### src/rtl/pwm_dac_if.sv
// Sample handshake between the oscillator chain (master) and the PWM DAC (slave).
interface pwm_dac_if;
  localparam int unsigned SAMPLE_W = 8;

  logic [SAMPLE_W-1:0] sample;
  logic                sample_valid;
  logic                sample_ready;

  modport master (output sample, output sample_valid, input sample_ready);
  modport slave  (input sample, input sample_valid, output sample_ready);
endinterface

### src/rtl/pwm_dac.sv
// PWM audio DAC: one-entry sample holding register feeding a duty register that
// is reloaded at every 256-step PWM period boundary; the step rate is clk/PRESCALE.
module pwm_dac #(
  parameter int unsigned PRESCALE = 1
) (
  input  logic      clk,
  input  logic      nRst,
  input  logic      enable,
  pwm_dac_if.slave  bus,
  output logic      pwm_out,
  output logic      period_start,
  output logic      underrun,
  output logic      underrun_sticky
);

  localparam int unsigned PRE_W = 10;
  localparam int unsigned CNT_W = 8;

  logic [PRE_W-1:0] pre_cnt_q, pre_cnt_d;
  logic [CNT_W-1:0] pwm_cnt_q, pwm_cnt_d;
  logic [CNT_W-1:0] hold_q, hold_d;
  logic             hold_full_q, hold_full_d;
  logic [CNT_W-1:0] duty_q, duty_d;
  logic             pwm_out_q, pwm_out_d;
  logic             period_start_q, period_start_d;
  logic             underrun_q, underrun_d;
  logic             sticky_q, sticky_d;

  logic             tick;
  logic             boundary;
  logic             accept;
  logic             sample_ready_c;

  // Ready depends only on enable and the registered holding flag.
  assign sample_ready_c   = enable && !hold_full_q;
  assign bus.sample_ready = sample_ready_c;

  assign pwm_out         = pwm_out_q;
  assign period_start    = period_start_q;
  assign underrun        = underrun_q;
  assign underrun_sticky = sticky_q;

  // Next-state: prescaler, PWM counter, holding register, duty reload and status pulses.
  always_comb begin
    tick     = enable && (pre_cnt_q == PRE_W'(PRESCALE - 1));
    boundary = tick && (pwm_cnt_q == {CNT_W{1'b1}});
    accept   = bus.sample_valid && sample_ready_c;

    pre_cnt_d      = pre_cnt_q;
    pwm_cnt_d      = pwm_cnt_q;
    hold_d         = hold_q;
    hold_full_d    = hold_full_q;
    duty_d         = duty_q;
    pwm_out_d      = 1'b0;
    period_start_d = 1'b0;
    underrun_d     = 1'b0;
    sticky_d       = sticky_q;

    if (!enable) begin
      pre_cnt_d   = '0;
      pwm_cnt_d   = '0;
      hold_full_d = 1'b0;
      duty_d      = '0;
      sticky_d    = 1'b0;
    end else begin
      pre_cnt_d = tick ? '0 : pre_cnt_q + PRE_W'(1);
      if (tick) begin
        pwm_cnt_d = pwm_cnt_q + CNT_W'(1);
      end
      // Accept only when empty, so an accept never coincides with a load.
      if (accept) begin
        hold_d      = bus.sample;
        hold_full_d = 1'b1;
      end
      if (boundary) begin
        period_start_d = 1'b1;
        if (hold_full_q) begin
          duty_d      = hold_q;
          hold_full_d = 1'b0;
        end else begin
          underrun_d = 1'b1;
          sticky_d   = 1'b1;
        end
      end
      pwm_out_d = pwm_cnt_q < duty_q;
    end
  end

  // State registers with asynchronous active-high reset.
  always_ff @(posedge clk or posedge nRst) begin
    if (nRst) begin
      pre_cnt_q      <= '0;
      pwm_cnt_q      <= '0;
      hold_q         <= '0;
      hold_full_q    <= 1'b0;
      duty_q         <= '0;
      pwm_out_q      <= 1'b0;
      period_start_q <= 1'b0;
      underrun_q     <= 1'b0;
      sticky_q       <= 1'b0;
    end else begin
      pre_cnt_q      <= pre_cnt_d;
      pwm_cnt_q      <= pwm_cnt_d;
      hold_q         <= hold_d;
      hold_full_q    <= hold_full_d;
      duty_q         <= duty_d;
      pwm_out_q      <= pwm_out_d;
      period_start_q <= period_start_d;
      underrun_q     <= underrun_d;
      sticky_q       <= sticky_d;
    end
  end

endmodule

### src/flat_wrapper.sv
// flat-port wrapper written by rule: the top's interface ports become plain ports
module pwm_dac_flat 
#(
  parameter int unsigned PRESCALE = 1
)
  (clk, nRst, enable, pwm_out, period_start, underrun, underrun_sticky, bus_sample, bus_sample_valid, bus_sample_ready);
  pwm_dac_if bus_i ();
  input  logic clk;
  input  logic nRst;
  input  logic enable;
  output logic pwm_out;
  output logic period_start;
  output logic underrun;
  output logic underrun_sticky;
  input wire logic [$bits(bus_i.sample)-1:0] bus_sample;
  input wire logic [$bits(bus_i.sample_valid)-1:0] bus_sample_valid;
  output wire logic [$bits(bus_i.sample_ready)-1:0] bus_sample_ready;
  assign bus_i.sample = bus_sample;
  assign bus_i.sample_valid = bus_sample_valid;
  assign bus_sample_ready = bus_i.sample_ready;
  pwm_dac #(.PRESCALE(PRESCALE)) u_core (.clk(clk), .nRst(nRst), .enable(enable), .bus(bus_i), .pwm_out(pwm_out), .period_start(period_start), .underrun(underrun), .underrun_sticky(underrun_sticky));
endmodule
### config.mk
export PLATFORM = sky130hd
export DESIGN_NAME = pwm_dac_flat
export DESIGN_NICKNAME = d
export VERILOG_FILES = /design/src/rtl/pwm_dac_if.sv /design/src/rtl/pwm_dac.sv /design/src/flat_wrapper.sv
export SDC_FILE = /design/constraint.sdc
export NUM_CORES = 1
export LEC_CHECK = 0
export BUFFER_PORTS_ARGS = -buffer_cell sky130_fd_sc_hd__buf_2
export CORE_UTILIZATION = 58
export DETAILED_ROUTE_END_ITERATION = 8
export GPL_TIMING_DRIVEN = 0
export PLACE_DENSITY = 0.86
export SETUP_SLACK_MARGIN = 0.1
export SLEW_MARGIN = 5
export SYNTH_ARGS = -nofsm -noshare
export SYNTH_HDL_FRONTEND = slang
export SYNTH_SLANG_ARGS = --single-unit
### constraint.sdc
create_clock -name clk -period 2.4 [get_ports clk]
set_clock_uncertainty 0.15 [all_clocks]
set_input_delay 0.6 -clock clk [delete_from_list [all_inputs] [get_ports clk]]
set_output_delay 0.6 -clock clk [all_outputs]
set_load 0.02 [all_outputs]
==> results of run 1 <==
-- cell families (layout without fill, tap and decap cells) --
family / after synthesis / after routing
simple gates: 75 / 75
flops: 39 / 39
compound gates: 19 / 19
mux: 17 / 17
buf+inv: 17 / 40
fa+ha+maj: 10 / 10
xor+xnor: 9 / 9
-- registers in the layout (all words and copies together) (netlist names) --
| signal | count |
|---|---|
| u_core.hold_q | 8 |
| u_core.pre_cnt_q | 10 |
| u_core.hold_full_q | 1 |
| u_core.pwm_cnt_q | 8 |
| u_core.period_start | 1 |
| u_core.pwm_out | 1 |
| u_core.underrun | 1 |
| u_core.duty_q | 8 |
| u_core.underrun_sticky | 1 |
-- power breakdown --
group	internal, mW	leakage (nW)	total (mW)	switching, mW
Clock	0.114	0.0293	0.314	0.200
Combinational	0.0423	0.426	0.0939	0.0516
Sequential	0.689	0.523	0.709	0.0207
Total	0.845	0.978	1.12	0.272
-- cells in the final DEF, fill, tap and decap left out, drive strengths merged, types with 4 or more instances in the layout --
cell / n
dfrtp: 39
nand2: 33
buf: 18
nor2: 14
inv: 11
ha: 10
mux2i: 9
a21oi: 9
clkbuf: 9
nand3: 8
mux2: 8
xnor2: 7
and3: 4
o21ai: 4
-- cell type report --
type	instances	area share (%)
clock buffer	7	2.17
sequential	39	47.0
multi-input combinational	130	41.0
tap	44	2.65
timing repair buffer	15	3.62
clock inverter	1	0.241
buffer	5	1.08
inverter	12	2.17
-- through the flow --
step	instance area (um2)	total power, mW	worst slack (ns)	hold slack [ns]
2_1_floorplan	1900	0.785	0.237	0.315
3_3_place_gp	2030	0.809	0.273	0.324
3_5_place_dp	2030	0.817	0.271	0.333
4_1_cts	2080	1.13	0.270	0.261
5_1_grt	2080	1.17	0.215	0.290
6_report	2080	1.12	0.252	0.245
-- worst paths after layout --
path,start,end,slack [ns],depth (start not counted)
max,enable,bus_sample_ready,0.25,4
min,nRst,u_core.duty_q[7]$_DFFE_PP0P_,0.24,2
max reg2reg,u_core.pre_cnt_q[0]$_DFF_PP0_,u_core.pwm_cnt_q[5]$_DFFE_PP0P_,0.37,7
min reg2reg,u_core.hold_q[5]$_DFFE_PP0P_,u_core.hold_q[5]$_DFFE_PP0P_,0.35,1
max in group asynchronous,nRst,u_core.pre_cnt_q[9]$_DFF_PP0_,1.35,2
min in group clk,bus_sample[5],u_core.hold_q[5]$_DFFE_PP0P_,0.31,2
-- metal layers --
metal / part of all wire, % / wire (um)
met5: 0 / 0
met1: 44 / 1500
met2: 49 / 1660
met3: 5.2 / 177
met4: 1.8 / 63
==> results.tsv, run 1 <==
stage	metric	value	unit
synthesis	synth_fp_nets	208	
synthesis	synth_ff_type	dfrtp_1	
cells_and_area	diodes	0	
clock_network	cts.clk_slew.worst_paths	0.11	ns
timing	worst_slew_pin_slew	0.793	ns
synthesis	yosys_warnings	0	
synthesis	yosysTopAreaCellShare	51.5	%
synthesis	synth_area_leaders	dfrtp_1 51%, ha_1 6.6%, nand2_1 6.5%, mux2i_1 4.8%, mux2_2 3.6%	
drt	wl_per_cell	13.5	um
cells_and_area	multi_input_area	852	um2
global_routing	grt_pass1_wl	5.77	mm
clock_network	cts.repair.resized	0	
critical_path	arrival	1.40	ns
synthesis	synth_cell_types	33	
clock_network	cts_hold_buf	0	
timing	tns	0	ns
critical_path	max_stage_delay	0.25	ns
clock_network	cts_made_buffers	5	
power_and_ir_drop	powerDensity	539	nW/um2
power_and_ir_drop	p_leak	0.978	nW
cells_and_area	drive_gt1_share	16.3	%
timing	fin_crit	2.15	ns
clock_network	clk_path_buf_depth	2	
placed_design	placed_cells	245	
synthesis	synth_top_family_by_area	simple AND/OR/NAND/NOR gates	
drt	wl	3.41	mm
synthesis	synth_fa_ha_area_share	6.60	%
floorplan	die_h	59.2	um
drt	vias	1395	
drt	drtAntennaViolNets	0	
global_routing	antenna_found_initial	0	
timing	relSlewSlack	47.0	%
global_routing	grtUsageMet2	35.7	%
placed_design	hpwl	2.45	mm
global_routing	grt_util_all_layers	22.8	%
global_routing	grt_use_met3	6.33	%
critical_path	slowest_stage	clkinv_1	
clock_network	cts_tree	yes	
critical_path	critPathLaunchType	input pin	
synthesis	yosys-top-cells-count	39 x dfrtp_1, 33 x nand2_1, 14 x nor2_1	
global_routing	globalRoute.busiestLayer	met2	
synthesis	synthMuxAreaShare	9.50	%
drt	avgViaCountPerCell	5.51	
power_and_ir_drop	ir_drop	0.450	mV
floorplan	dieArea	3500	um2
floorplan	core-area	3080	um2
placed_design	port_buffers	15	
synthesis	synth_compound_area_share	6.01	%
clock_network	cts.htree.levels	2	
floorplan	die_x	59.2	um
synthesis	synth-seq-cells	39	
drt	drt_iter0_markers	43	
critical_path	cp_max_fo	9	
cells_and_area	fillers	249	
synthesis	seq_area_frac_synth	51.5	%
critical_path	path_class	in -> out	
global_routing	grt_max_degree	40	
cells_and_area	regArea	976	um2
synthesis	synth_edf_count	0	
timing	hold_viol_final	0	
synthesis	syn_inst	186	
cells_and_area	syn_to_final_growth	9.50	%
floorplan	rows	20	
cells_and_area	stdcell_count	253	
synthesis	syn_avg_cell_area	10.2	um2
critical_path	worstSetupEndpointType	output pin	
floorplan	start_util	61.6	%
clock_network	clock-sinks	39	
timing	slew_viol_final	0	
placed_design	gp_congestion	0.789	
drt	drc	0	
synthesis	async_flop_share	100	%
clock_network	cts_root_buf	clkbuf_4	
cells_and_area	nets	230	
clock_network	clkLatencyLatePin	0.34	ns
timing	max_freq	465	MHz
run_status	status	finished, final reports clean	
critical_path	crit_chain	buf_2, clkinv_1, nor2_1, buf_2	
critical_path	crit_top_cell	buf_2	
critical_path	cp_num_buf_inv	3	
job	maxCapViolCount	0	
timing	post-route-period-util	89.5	%
critical_path	required	1.65	ns
critical_path	crit_family	buffers and inverters	
floorplan	ioPinCount	17	
synthesis	synthSimpleGateAreaFrac	18.7	%
synthesis	yosysMostFrequentCell	dfrtp_1	
cells_and_area	utilization	67.4	%
drt	detail_route.first_pass.iterations	4	
global_routing	use_met1	29.8	%
clock_network	post_cts_buffers	0	
synthesis	syn_area	1900	um2
synthesis	yosysTopAreaCell	dfrtp_1	
min_path	hold_path.class	in -> async	
global_routing	grt_pass1_vias	1318	
timing	rsz0062_at_grt	no	
global_routing	overflow	0	
synthesis	synth_xor_area_share	4.16	%
timing	setup_viol	0	
No activity file was read; power rests on OpenSTA's default activity.
==> run 2: changes to the inputs <==
--- a/config.mk
+++ b/config.mk
@@ -10,6 +10,7 @@
 export DETAILED_ROUTE_END_ITERATION = 8
 export GPL_TIMING_DRIVEN = 0
 export PLACE_DENSITY = 0.86
+export REMOVE_ABC_BUFFERS = 1
 export SETUP_SLACK_MARGIN = 0.1
 export SLEW_MARGIN = 5
 export SYNTH_ARGS = -nofsm -noshare
==> results.tsv, run 2 (synthesis results as in run 1) <==
stage	metric	value	unit
cells_and_area	largest_reg_flops	10	
power_and_ir_drop	p_sw	0.270	mW
placed_design	port_buffers	16	
floorplan	rows	20	
drt	drc	0	
clock_network	clock-sinks	39	
power_and_ir_drop	ir_drop	0.465	mV
critical_path	critPathLaunchType	input pin	
drt	detail_route.first_pass.iterations	4	
clock_network	clk_path_buf_depth	2	
clock_network	cts.htree.levels	2	
critical_path	worstSetupEndpointType	output pin	
drt	wl	3.55	mm
critical_path	path_class	in -> out	
cells_and_area	nets	226	
cells_and_area	diodes	0	
power_and_ir_drop	power_frac_seq	62.5	%
min_path	hold_path.class	in -> async	
drt	vias	1393	
floorplan	die_x	59.2	um
drt	wl_per_cell	14.3	um
critical_path	arrival	1.37	ns
global_routing	antenna_found_initial	0	
placed_design	placed_area	2010	um2
critical_path	cp_max_fo	25	
power_and_ir_drop	pwr-share-comb	8.1	%
run_status	status	finished, final reports clean	
timing	post-route-period-util	88.3	%
timing	setup_viol	0	
drt	drt_iter0_markers	72	
floorplan	ioPinCount	17	
placed_design	gp_congestion	0.767	
global_routing	grt_pass1_vias	1438	
cells_and_area	drive_gt1_share	17.6	%
timing	rsz0062_at_grt	no	
timing	slew_viol_final	0	
global_routing	grt_pass1_wl	5.99	mm
timing	relSlewSlack	48.0	%
power_and_ir_drop	p_int	0.867	mW
cells_and_area	utilization	67.5	%
placed_design	placed_cells	241	
global_routing	grt_util_all_layers	23.4	%
clock_network	cts_made_buffers	5	
job	maxCapViolCount	0	
placed_design	hpwl	2.51	mm
floorplan	core-area	3080	um2
global_routing	overflow	0	
cells_and_area	layout_commonest_cell	dfrtp_1	
drt	avgViaCountPerCell	5.62	
cells_and_area	stdcell_count	248	
cells_and_area	design_area	2080	um2
cells_and_area	registers.top_by_ff_count	u_core.pre_cnt_q	
clock_network	cts_root_buf	clkbuf_4	
clock_network	cts.clk_slew.worst_paths	0.11	ns
drt	drtAntennaViolNets	0	
power_and_ir_drop	clkPwrFrac	29.4	%
global_routing	grt_max_degree	40	
timing	max_freq	472	MHz
floorplan	die_h	59.2	um
timing	fin_crit	2.12	ns
critical_path	required	1.65	ns
power_and_ir_drop	p_sw_share	23.7	%
timing	hold_viol_final	0	
cells_and_area	layout_common_cells	39 x dfrtp_1, 33 x nand2_1, 15 x buf_2	
floorplan	start_util	61.6	%
power_and_ir_drop	powerDensity	547	nW/um2
clock_network	cts_tree	yes	
clock_network	clkLatencyLatePin	0.34	ns
floorplan	dieArea	3500	um2
power_and_ir_drop	p_leak	0.986	nW
cells_and_area	syn_to_final_growth	9.64	%
cells_and_area	fillers	209	
timing	worst_slew_pin_slew	0.779	ns
-- run 2: layer usage --
metal | vias up | part of all wire [%] | track usage, % | wire length, um
met5 | - | 0 | 0 | 0
met4 | 0 | 1.7 | 9.52 | 59
met3 | 8 | 2.7 | 3.71 | 94
met2 | 26 | 54 | 42.5 | 1910
met1 | 693 | 42 | 27.4 | 1490
li1 | 666 | - | - | -
-- run 2: final cells by class --
type / instances / area, um2 / share of cell area (%)
well taps: 44 / 55.1 / 2.65
clock inverters: 1 / 5.00 / 0.241
inverters: 12 / 46.3 / 2.23
multi-input cells: 130 / 862 / 41.5
clock buffers: 6 / 51.3 / 2.47
repair buffers: 16 / 82.6 / 3.97
flip-flops and latches: 39 / 976 / 47.0
-- run 2: path summary, 6_finish.rpt --
path | end | slack, ns | depth (start not counted) | from
worst max-delay path | bus_sample_ready | 0.28 | 4 | enable
worst min-delay path | u_core.underrun_sticky$_DFFE_PP0P_ | 0.23 | 2 | nRst
worst max register to register | u_core.pwm_cnt_q[6]$_DFFE_PP0P_ | 0.36 | 6 | u_core.pre_cnt_q[0]$_DFF_PP0_
worst min register to register | u_core.hold_q[0]$_DFFE_PP0P_ | 0.37 | 1 | u_core.hold_q[0]$_DFFE_PP0P_
max in group asynchronous | u_core.hold_q[0]$_DFFE_PP0P_ | 1.36 | 2 | nRst
min in group clk | u_core.hold_q[3]$_DFFE_PP0P_ | 0.32 | 2 | bus_sample[3]
-- run 2: stage by stage --
| stage | hold slack, ns | setup WS (ns) | setup TNS, ns | power [mW] |
|---|---|---|---|---|
| 5_1_grt | 0.321 | 0.202 | 0 | 1.18 |
| 6_report | 0.232 | 0.282 | 0 | 1.14 |
| 3_3_place_gp | 0.324 | -0.0173 | -0.0173 | 0.806 |
| 2_1_floorplan | 0.315 | 0.393 | 0 | 0.780 |
| 3_5_place_dp | 0.349 | -0.0330 | -0.0330 | 0.815 |
| 4_1_cts | 0.263 | 0.167 | 0 | 1.14 |
-- run 2: timing repair --
action	4_1_cts	5_1_grt
hold buffers	0	0
buffers inserted	0	0
setup endpoints to repair	1	3
resized for setup	2	2
-- run 2: power groups by stage --
stage	registers (mW)	clock network (mW)	logic, mW
after global routing	0.715	0.360	0.105
after global placement	0.719	0	0.0867
after floorplan	0.718	0	0.0617
after detailed placement	0.723	0	0.0926
after CTS	0.710	0.338	0.0938
final	0.710	0.335	0.0922
-- run 2: worst max-delay path, stage by stage --
cell,delay [ns]
buf_4,0.23
clkinv_2,0.19
nor2_1,0.16
buf_2,0.18
==> run 3: changes to the inputs <==
--- a/config.mk
+++ b/config.mk
@@ -6,10 +6,10 @@
 export NUM_CORES = 1
 export LEC_CHECK = 0
 export BUFFER_PORTS_ARGS = -buffer_cell sky130_fd_sc_hd__buf_2
-export CORE_UTILIZATION = 58
+export CORE_UTILIZATION = 35
 export DETAILED_ROUTE_END_ITERATION = 8
 export GPL_TIMING_DRIVEN = 0
-export PLACE_DENSITY = 0.86
+export PLACE_DENSITY = 0.63
 export REMOVE_ABC_BUFFERS = 1
 export SETUP_SLACK_MARGIN = 0.1
 export SLEW_MARGIN = 5
==> results.tsv, run 3 (synthesis results as in run 1) <==
stage	metric	value	unit
run_status	status	finished, final reports clean	
floorplan	rows	26	
clock_network	clk_path_buf_depth	2	
floorplan	start_util	36.6	%
floorplan	dieArea	5710	um2
global_routing	grt_max_degree	40	
placed_design	gp_congestion	0.744	
floorplan	ioPinCount	17	
cells_and_area	stdcell_count	275	
timing	relSlewSlack	46.4	%
critical_path	required	1.65	ns
critical_path	worstSetupEndpointType	output pin	
power_and_ir_drop	power_frac_seq	57.6	%
power_and_ir_drop	p_int	0.934	mW
cells_and_area	registers.top_by_ff_count	u_core.pre_cnt_q	
clock_network	cts_hold_buf	0	
global_routing	grt_pass1_vias	1224	
critical_path	path_class	in -> out	
clock_network	cts.htree.levels	2	
min_path	hold_path.class	in -> async	
power_and_ir_drop	clkPwrFrac	35.1	%
timing	fin_crit	2.16	ns
timing	hold_ws	0.306	ns
floorplan	die_x	75.6	um
timing	rsz0062_at_grt	no	
cells_and_area	regArea	976	um2
power_and_ir_drop	powerDensity	575	nW/um2
timing	tns	0	ns
drt	drtAntennaViolNets	0	
drt	vias	1305	
clock_network	cts_root_buf	clkbuf_8	
cells_and_area	layout_common_cells	39 x dfrtp_1, 33 x nand2_1, 15 x buf_2	
power_and_ir_drop	total_power	1.23	mW
critical_path	slowest_stage	buf_4	
critical_path	worstRegToRegCells	6	
clock_network	clkLatencyLatePin	0.29	ns
power_and_ir_drop	p_sw_share	23.9	%
power_and_ir_drop	pwr-share-comb	7.3	%
floorplan	core-area	5170	um2
cells_and_area	syn_to_final_growth	12.6	%
critical_path	critPathLaunchType	input pin	
cells_and_area	nets	226	
job	maxCapViolCount	0	
clock_network	cts_tree	yes	
placed_design	port_buffers	16	
global_routing	overflow	0	
critical_path	rrSetupSlack	0.32	ns
cells_and_area	multi_input_area	857	um2
floorplan	die_h	75.6	um
critical_path	cp_max_fo	25	
drt	wl_per_cell	11.3	um
cells_and_area	drive_gt1_share	17.1	%
placed_design	preCtsSetupSlack	-0.131	ns
critical_path	max_stage_delay	0.24	ns
global_routing	antenna_found_initial	0	
drt	drc	0	
clock_network	post_cts_buffers	0	
drt	wl	3.10	mm
timing	worst_slew_pin_slew	0.802	ns
timing	post-route-period-util	89.8	%
critical_path	cp_num_buf_inv	3	
critical_path	arrival	1.41	ns
drt	detail_route.first_pass.iterations	4	
critical_path	crit_chain	buf_4, clkinv_2, nor2_1, buf_2	
cells_and_area	design_area	2130	um2
timing	slew_viol_final	0	
clock_network	cts_made_buffers	5	
drt	avgViaCountPerCell	4.75	
cells_and_area	fillers	507	
power_and_ir_drop	p_sw	0.294	mW
critical_path	reg2reg_to	u_core.pwm_cnt_q[7]$_DFFE_PP0P_	
clock_network	cts.clk_slew.worst_paths	0.08	ns
timing	hold_viol_final	0	
global_routing	grt_util_all_layers	12.8	%
cells_and_area	largest_reg_flops	10	
cells_and_area	diodes	0	
cells_and_area	utilization	41.3	%
critical_path	crit_family	buffers and inverters	
drt	drt_iter0_markers	35	
placed_design	hpwl	2.20	mm
critical_path	r2r-start	u_core.pre_cnt_q[0]$_DFF_PP0_	
placed_design	placed_area	2040	um2
placed_design	placed_cells	267	
timing	setup_viol	0	
timing	setup_ws	0.245	ns
global_routing	grt_pass1_wl	5.38	mm
clock_network	clock-sinks	39	
power_and_ir_drop	ir_drop	0.508	mV
power_and_ir_drop	p_leak	0.990	nW
cells_and_area	layout_commonest_cell	dfrtp_1	
timing	max_freq	464	MHz
==> run 3: what timing repair did <==
item	CTS	global route
endpoints found under the setup margin	1	2
pin swaps	0	0
hold endpoints to repair	0	0
resized for setup	2	1
==> run 3: layout make-up <==
class / instances / share of cell area [%]
clock buffers: 6 / 3.40
clock inverters: 2 / 0.586
inverters: 12 / 2.17
multi-input cells: 130 / 40.2
flip-flops and latches: 39 / 45.7
well taps: 70 / 4.10
repair buffers: 16 / 3.87
==> run 3: power groups by stage <==
stage,combinational (mW),sequential (mW),clock [mW]
floorplan,0.0617,0.718,0
global placement,0.0908,0.720,0
detailed placement,0.0924,0.720,0
CTS,0.0933,0.707,0.445
global route,0.104,0.712,0.472
finish,0.0900,0.707,0.431
==> run 3: layer usage <==
metal | up-vias | share of wire (%) | global-route usage, %
li1 | 662 | - | -
met1 | 619 | 50 | 16.4
met2 | 20 | 47 | 20.1
met3 | 4 | 2.3 | 3.97
met4 | 0 | 1.5 | 4.94
met5 | - | 0 | 0
==> run 3: worst max-delay path by stage <==
| stage | start | end | cells after the start |
|---|---|---|---|
| floorplan | enable | u_core.hold_q[3]$_DFFE_PP0P_ | 4 |
| global placement | enable | bus_sample_ready | 4 |
| detailed placement | enable | bus_sample_ready | 4 |
| CTS | u_core.pre_cnt_q[0]$_DFF_PP0_ | u_core.pwm_cnt_q[7]$_DFFE_PP0P_ | 6 |
| global route | enable | bus_sample_ready | 4 |
| finish | enable | bus_sample_ready | 4 |
